[config.mk]
export PLATFORM = sky130hd
export DESIGN_NAME = mc_ctrl_fsm
export DESIGN_NICKNAME = d
export VERILOG_FILES = /design/src/rtl/mc_ctrl_pkg.sv /design/src/rtl/instr_class_dec.sv /design/src/rtl/mc_ctrl_fsm.sv
export SDC_FILE = /design/constraint.sdc
export NUM_CORES = 1
export LEC_CHECK = 0
export CAP_MARGIN = 20
export CORE_UTILIZATION = 30
export DETAILED_ROUTE_END_ITERATION = 8
export PLACE_DENSITY = 0.86
export SLEW_MARGIN = 20
export SYNTH_ARGS = -nofsm -noshare
export SYNTH_HDL_FRONTEND = slang
export SYNTH_SLANG_ARGS = --single-unit
export TNS_END_PERCENT = 5
[constraint.sdc]
create_clock -name clk -period 1.68 [get_ports clk]
set_input_delay 0.336 -clock clk [delete_from_list [all_inputs] [get_ports clk]]
set_output_delay 0.336 -clock clk [all_outputs]
set_load 0.005 [all_outputs]
[src/rtl/mc_ctrl_pkg.sv]
// Shared encodings for the multi-cycle MIPS controller: opcodes, functs, FSM states,
// datapath select codes and instruction classes. No logic, no latency, no backpressure.
package mc_ctrl_pkg;

  localparam int STATE_W = 4;

  localparam logic [5:0] OP_RTYPE = 6'h00;
  localparam logic [5:0] OP_J     = 6'h02;
  localparam logic [5:0] OP_JAL   = 6'h03;
  localparam logic [5:0] OP_BEQ   = 6'h04;
  localparam logic [5:0] OP_ORI   = 6'h0d;
  localparam logic [5:0] OP_LUI   = 6'h0f;
  localparam logic [5:0] OP_LW    = 6'h23;
  localparam logic [5:0] OP_SW    = 6'h2b;

  localparam logic [5:0] FN_JR    = 6'h08;
  localparam logic [5:0] FN_ADDU  = 6'h21;
  localparam logic [5:0] FN_SUBU  = 6'h23;

  typedef enum logic [STATE_W-1:0] {
    S_FETCH    = 4'd0,
    S_DECODE   = 4'd1,
    S_MEMADR   = 4'd2,
    S_MEMRD    = 4'd3,
    S_MEMWB    = 4'd4,
    S_MEMWR    = 4'd5,
    S_RTYPE_EX = 4'd6,
    S_RTYPE_WB = 4'd7,
    S_IMM_EX   = 4'd8,
    S_IMM_WB   = 4'd9,
    S_BRANCH   = 4'd10,
    S_JUMP     = 4'd11
  } state_t;

  localparam logic [1:0] IMM_ZERO   = 2'd0;
  localparam logic [1:0] IMM_SIGN   = 2'd1;
  localparam logic [1:0] IMM_HI     = 2'd2;

  localparam logic [1:0] ALU_ADD    = 2'd0;
  localparam logic [1:0] ALU_SUB    = 2'd1;
  localparam logic [1:0] ALU_OR     = 2'd2;

  localparam logic [1:0] PC_ALU     = 2'd0;
  localparam logic [1:0] PC_ALUOUT  = 2'd1;
  localparam logic [1:0] PC_JTARGET = 2'd2;
  localparam logic [1:0] PC_RS      = 2'd3;

  localparam logic [1:0] RD_RT      = 2'd0;
  localparam logic [1:0] RD_RD      = 2'd1;
  localparam logic [1:0] RD_RA      = 2'd2;

  localparam logic [1:0] M2R_ALU    = 2'd0;
  localparam logic [1:0] M2R_MDR    = 2'd1;
  localparam logic [1:0] M2R_PC     = 2'd2;

  localparam logic [1:0] SRCB_RT    = 2'd0;
  localparam logic [1:0] SRCB_FOUR  = 2'd1;
  localparam logic [1:0] SRCB_IMM   = 2'd2;
  localparam logic [1:0] SRCB_IMMSH = 2'd3;

  typedef enum logic [3:0] {
    CLS_ILLEGAL = 4'd0,
    CLS_ADDU    = 4'd1,
    CLS_SUBU    = 4'd2,
    CLS_JR      = 4'd3,
    CLS_ORI     = 4'd4,
    CLS_LUI     = 4'd5,
    CLS_LW      = 4'd6,
    CLS_SW      = 4'd7,
    CLS_BEQ     = 4'd8,
    CLS_J       = 4'd9,
    CLS_JAL     = 4'd10
  } iclass_t;

endpackage

[src/rtl/instr_class_dec.sv]
// Maps opcode/funct to an instruction class; purely combinational, zero latency.
// No handshake: the class follows the IR contents directly.
import mc_ctrl_pkg::*;

module instr_class_dec (
  input  logic [5:0] opcode,
  input  logic [5:0] funct,
  output iclass_t    iclass,
  output logic       illegal
);

  always_comb begin
    iclass = CLS_ILLEGAL;
    case (opcode)
      OP_RTYPE: begin
        case (funct)
          FN_ADDU: iclass = CLS_ADDU;
          FN_SUBU: iclass = CLS_SUBU;
          FN_JR:   iclass = CLS_JR;
          default: iclass = CLS_ILLEGAL;
        endcase
      end
      OP_ORI:  iclass = CLS_ORI;
      OP_LUI:  iclass = CLS_LUI;
      OP_LW:   iclass = CLS_LW;
      OP_SW:   iclass = CLS_SW;
      OP_BEQ:  iclass = CLS_BEQ;
      OP_J:    iclass = CLS_J;
      OP_JAL:  iclass = CLS_JAL;
      default: iclass = CLS_ILLEGAL;
    endcase
  end

  assign illegal = (iclass == CLS_ILLEGAL);

endmodule

[src/rtl/mc_ctrl_fsm.sv]
// Multi-cycle MIPS main controller: Moore decode of state + IR, 3-5 cycles per instruction.
// Backpressure: FETCH, MEMRD and MEMWR hold while MemRdy is low, one extra cycle per stall.
import mc_ctrl_pkg::*;

module mc_ctrl_fsm (
  input  logic        clk,
  input  logic        reset,
  input  logic [31:0] instr,
  input  logic        Zero,
  input  logic        MemRdy,
  output logic        PCWrite,
  output logic        IorD,
  output logic        MemRead,
  output logic        MemWrite,
  output logic        IRWrite,
  output logic        RegWrite,
  output logic [1:0]  RegDst,
  output logic [1:0]  MemtoReg,
  output logic        ALUSrcA,
  output logic [1:0]  ALUSrcB,
  output logic [1:0]  ALUOp,
  output logic [1:0]  PCSrc,
  output logic [1:0]  ImmSrc,
  output logic        InstrDone,
  output logic        IllegalInstr
);

  state_t  state, state_nxt;
  iclass_t iclass;
  logic    dec_illegal;
  logic    unused_bits;

  // Only opcode/funct steer control; the FSM relies on the class alone.
  assign unused_bits = ^{instr[25:6], dec_illegal};

  instr_class_dec u_dec (
    .opcode  (instr[31:26]),
    .funct   (instr[5:0]),
    .iclass  (iclass),
    .illegal (dec_illegal)
  );

  always_ff @(posedge clk) begin
    if (reset) state <= S_FETCH;
    else       state <= state_nxt;
  end

  always_comb begin
    state_nxt    = state;
    PCWrite      = 1'b0;
    IorD         = 1'b0;
    MemRead      = 1'b0;
    MemWrite     = 1'b0;
    IRWrite      = 1'b0;
    RegWrite     = 1'b0;
    RegDst       = RD_RT;
    MemtoReg     = M2R_ALU;
    ALUSrcA      = 1'b0;
    ALUSrcB      = SRCB_RT;
    ALUOp        = ALU_ADD;
    PCSrc        = PC_ALU;
    ImmSrc       = IMM_SIGN;
    InstrDone    = 1'b0;
    IllegalInstr = 1'b0;

    case (state)
      S_FETCH: begin
        MemRead = 1'b1;
        ALUSrcB = SRCB_FOUR;
        IRWrite = MemRdy;
        PCWrite = MemRdy;
        state_nxt = MemRdy ? S_DECODE : S_FETCH;
      end
      S_DECODE: begin
        // Branch target is precomputed into ALUOut while the class resolves.
        ALUSrcB = SRCB_IMMSH;
        case (iclass)
          CLS_LW, CLS_SW:        state_nxt = S_MEMADR;
          CLS_ADDU, CLS_SUBU:    state_nxt = S_RTYPE_EX;
          CLS_ORI, CLS_LUI:      state_nxt = S_IMM_EX;
          CLS_BEQ:               state_nxt = S_BRANCH;
          CLS_J, CLS_JAL, CLS_JR: state_nxt = S_JUMP;
          default: begin
            IllegalInstr = 1'b1;
            state_nxt    = S_FETCH;
          end
        endcase
      end
      S_MEMADR: begin
        ALUSrcA   = 1'b1;
        ALUSrcB   = SRCB_IMM;
        state_nxt = (iclass == CLS_SW) ? S_MEMWR : S_MEMRD;
      end
      S_MEMRD: begin
        MemRead   = 1'b1;
        IorD      = 1'b1;
        state_nxt = MemRdy ? S_MEMWB : S_MEMRD;
      end
      S_MEMWB: begin
        RegWrite  = 1'b1;
        MemtoReg  = M2R_MDR;
        InstrDone = 1'b1;
        state_nxt = S_FETCH;
      end
      S_MEMWR: begin
        IorD      = 1'b1;
        MemWrite  = 1'b1;
        InstrDone = MemRdy;
        state_nxt = MemRdy ? S_FETCH : S_MEMWR;
      end
      S_RTYPE_EX: begin
        ALUSrcA   = 1'b1;
        ALUOp     = (iclass == CLS_SUBU) ? ALU_SUB : ALU_ADD;
        state_nxt = S_RTYPE_WB;
      end
      S_RTYPE_WB: begin
        RegWrite  = 1'b1;
        RegDst    = RD_RD;
        InstrDone = 1'b1;
        state_nxt = S_FETCH;
      end
      S_IMM_EX: begin
        // lui ORs the shifted immediate with rs, which the encoding fixes to $0.
        ALUSrcA   = 1'b1;
        ALUSrcB   = SRCB_IMM;
        ALUOp     = ALU_OR;
        ImmSrc    = (iclass == CLS_LUI) ? IMM_HI : IMM_ZERO;
        state_nxt = S_IMM_WB;
      end
      S_IMM_WB: begin
        RegWrite  = 1'b1;
        InstrDone = 1'b1;
        state_nxt = S_FETCH;
      end
      S_BRANCH: begin
        ALUSrcA   = 1'b1;
        ALUOp     = ALU_SUB;
        PCSrc     = PC_ALUOUT;
        PCWrite   = Zero;
        InstrDone = 1'b1;
        state_nxt = S_FETCH;
      end
      S_JUMP: begin
        PCWrite   = 1'b1;
        InstrDone = 1'b1;
        PCSrc     = (iclass == CLS_JR) ? PC_RS : PC_JTARGET;
        if (iclass == CLS_JAL) begin
          // PC was already advanced in FETCH, so it is the link value.
          RegWrite = 1'b1;
          RegDst   = RD_RA;
          MemtoReg = M2R_PC;
        end
        state_nxt = S_FETCH;
      end
      default: state_nxt = S_FETCH;
    endcase

    if (reset) begin
      PCWrite      = 1'b0;
      MemRead      = 1'b0;
      MemWrite     = 1'b0;
      IRWrite      = 1'b0;
      RegWrite     = 1'b0;
      InstrDone    = 1'b0;
      IllegalInstr = 1'b0;
    end
  end

endmodule

==> impl_metrics.ini <==
[run_status]
status = complete, but fails checks
violations = setup timing

[power_and_ir_drop]
clockPowerShare = 0.262
combPwrFrac = 0.537
intPower_uw = 323.4
p_leak_nw = 0.7989
power_switching_uw = 183.8
irDropWorstVdd_v = 0.0003270
p_sw_frac = 0.3624
power.density_mw_per_mm2 = 295.2
seq_power_share = 0.202
finalPower_uw = 507.2

[worst_setup_path]
cp_top_family = buffers and inverters
cp_max_fo = 5
critical_path.startpoint = instr[28]
cpPeakStageDelay_ps = 290
crit_type = input port to output pin
worst_path_max_delay_cell = nor4_4
ff2ff_path_depth = 8
path_cells = buf_4 > buf_6 > nor4_4 > nand3_2 > buf_4 > buf_4 > nand2_1 > a32oi_1 > nor2_1 > buf_2
worst_setup_path_start_kind = input port
worst_ep_required_time_ps = 1340
worstPathArrival_ps = 1710
worstSetupEndpointType = output pin
crit_path_frequent_cell = buf_4
cp.buffers_inverters = 5
rr_startpoint = state[3]
reg2reg_slack_ps = 270
crit_cells = 10

[yosys]
synth_top_area_cell = dfxtp_1
synth_area_sq_um = 747.0
syn_area_per_cell_sq_um = 6.439
yosysMostFrequentCell = nor2_1
yosysWarnings = 0
async_flop_share = 0
synth-edff-count = 0
yosys-top-cells-count = 16 x nor2_1, 8 x a21oi_1, 8 x nand2_1
ys_seq_elements = 4
ys_seq_area_frac = 0.1072
synth_cell_types = 43
yosys.area.top_type_share = 0.1072
yosys-top-cells-area = dfxtp_1 11%, nor2_1 8.0%, a21oi_1 5.4%
syn-num-nets = 152
synth_cells = 116
synth-main-ff-cell = dfxtp_1

[layout]
fill_cells = 144
largest_register = state
multi_input_area_sq_um = 782.0
largest_register_ffs = 4
stdcell_count = 230
drive_gt1_frac = 0.5644
syn_to_final_growth_pct = 130.0
diodes = 0
register_area_sq_um = 92.59
top_regs = state: 4 flops
fin_nets = 240

[routing]
wire_per_inst_um = 18.10
drc = 0
wirelength_mm = 4.163
avgViaCountPerCell = 5.700
vias = 1311
ant_nets = 0
drt_first_pass_iters = 4
drtIter0Drc = 64

[sta]
final.setup.tns_ps = -2351
hold_viol_final = 0
layout_min_cycle_time_ps = 2047
finClkSkew_ps = 11.01
setup_viol = 15
grt_setup_unrepaired = true
max_slew_margin = 0.7810
layout_setup_ws_ps = -366.9
maxSlewViolCount = 0
fin_crit_sh = 1.218
fmax_mhz = 488.5
worst_pin_slew_ps = 325.8
holdWs_ps = 688.9

[die]
start_util = 0.3282
io_pins = 57
rows = 17
fp.dieArea_sq_mm = 0.002694
dieHeight_um = 51.90
core-area_sq_mm = 0.002276
die_w_um = 51.90

[global_route]
grt_max_degree = 10
antenna_found_initial = 0
grt-ovfl-total = 0
grt_pass1_wl_mm = 5.623
grt_pass1_vias = 1212
grtUsageTotal = 0.2800

[placed_design]
dp_hpwl_mm = 2.427
pre_cts_ws_ps = -1036
place_congestion = 0.8780
io_buffers = 36
place_inst = 217

[clock_network]
htreeDepth = 1
insertion_delay_ps = 250
cts_tree = yes
cts_buffers = 3
postCtsHoldBufs = 0
cts.sinks = 4
cts-root-buf = clkbuf_4
clk_pin_slew_worst_paths_ps = 40
cts.path.max_buffers = 2

[hold_path]
min_path_cells = 2
min_from = state[1]
hp-class = flop to flop

[flow_run]
maxCapViolations = 0
-- cell families (layout without fill, tap and decap cells) --
logic type	count (synthesis)	in the layout	synth area share
AO/OA/AOI/OAI	29	29	0.2747
XOR/XNOR	4	4	0.04691
buffers and inverters	15	101	0.09381
flip-flops	4	4	0.1072
AND/OR/NAND/NOR	64	64	0.4774
-- final timing paths --
check / end
max: RegWrite
min: state[1]
min reg2reg: state[1]
max reg2reg: state[3]
-- worst reg2reg max path, delay by kind of cell, from the launching register on --
| kind | cells | cell delay (ps) |
|---|---|---|
| simple gates | 2 | 230 |
| flops | 1 | 350 |
| buf+inv | 4 | 370 |
| compound gates | 2 | 350 |
-- power groups by stage --
stage	Sequential, mW	Clock [mW]	Combinational, mW
floorplan	0.101	0	0.0803
CTS	0.101	0.130	0.237
global route	0.103	0.135	0.286
global placement	0.104	0	0.215
detailed placement	0.105	0	0.222
finish	0.102	0.133	0.272
-- placed cells by master (no fill, tap or decap), drive strengths merged, types with 4 or more instances in the layout --
master,netlist,final
clkbuf,5,6
inv,6,6
nand2,8,8
nor3,6,6
dlygate4sd2,0,7
and3,5,5
nor2,16,16
clkdlybuf4s50,0,4
nand2b,4,4
buf,4,75
dfxtp,4,4
a21oi,8,8
o21ai,5,5
nor4,5,5
-- metal layers --
layer,wire length [um],GRT usage
met1,1582,0.3497
met2,2157,0.5043
met3,283,0.04678
met4,139,0.04054
met5,0,0
-- area by class of cell --
| class | count | share of cell area |
|---|---|---|
| multi-input combinational | 97 | 0.4552 |
| timing repair buffer | 92 | 0.4443 |
| sequential | 4 | 0.05390 |
| tap | 28 | 0.02039 |
| clock buffer | 3 | 0.01311 |
| inverter | 6 | 0.01311 |
-- per-stage QoR --
step | instance area [sq um] | util
finish | 1718 | 0.7548
CTS | 1620 | 0.7119
global route | 1718 | 0.7548
global placement | 1463 | 0.6427
detailed placement | 1463 | 0.6427
floorplan | 758.2 | -
-- what timing repair did --
item / in CTS / in global routing
endpoints found under the hold margin: 0 / 0
endpoints found under the setup margin: 25 / 20
pin swaps: 14 / 13
gates resized for setup: 128 / 39
setup buffers: 8 / 2
No activity file was read; power rests on OpenSTA's default activity.
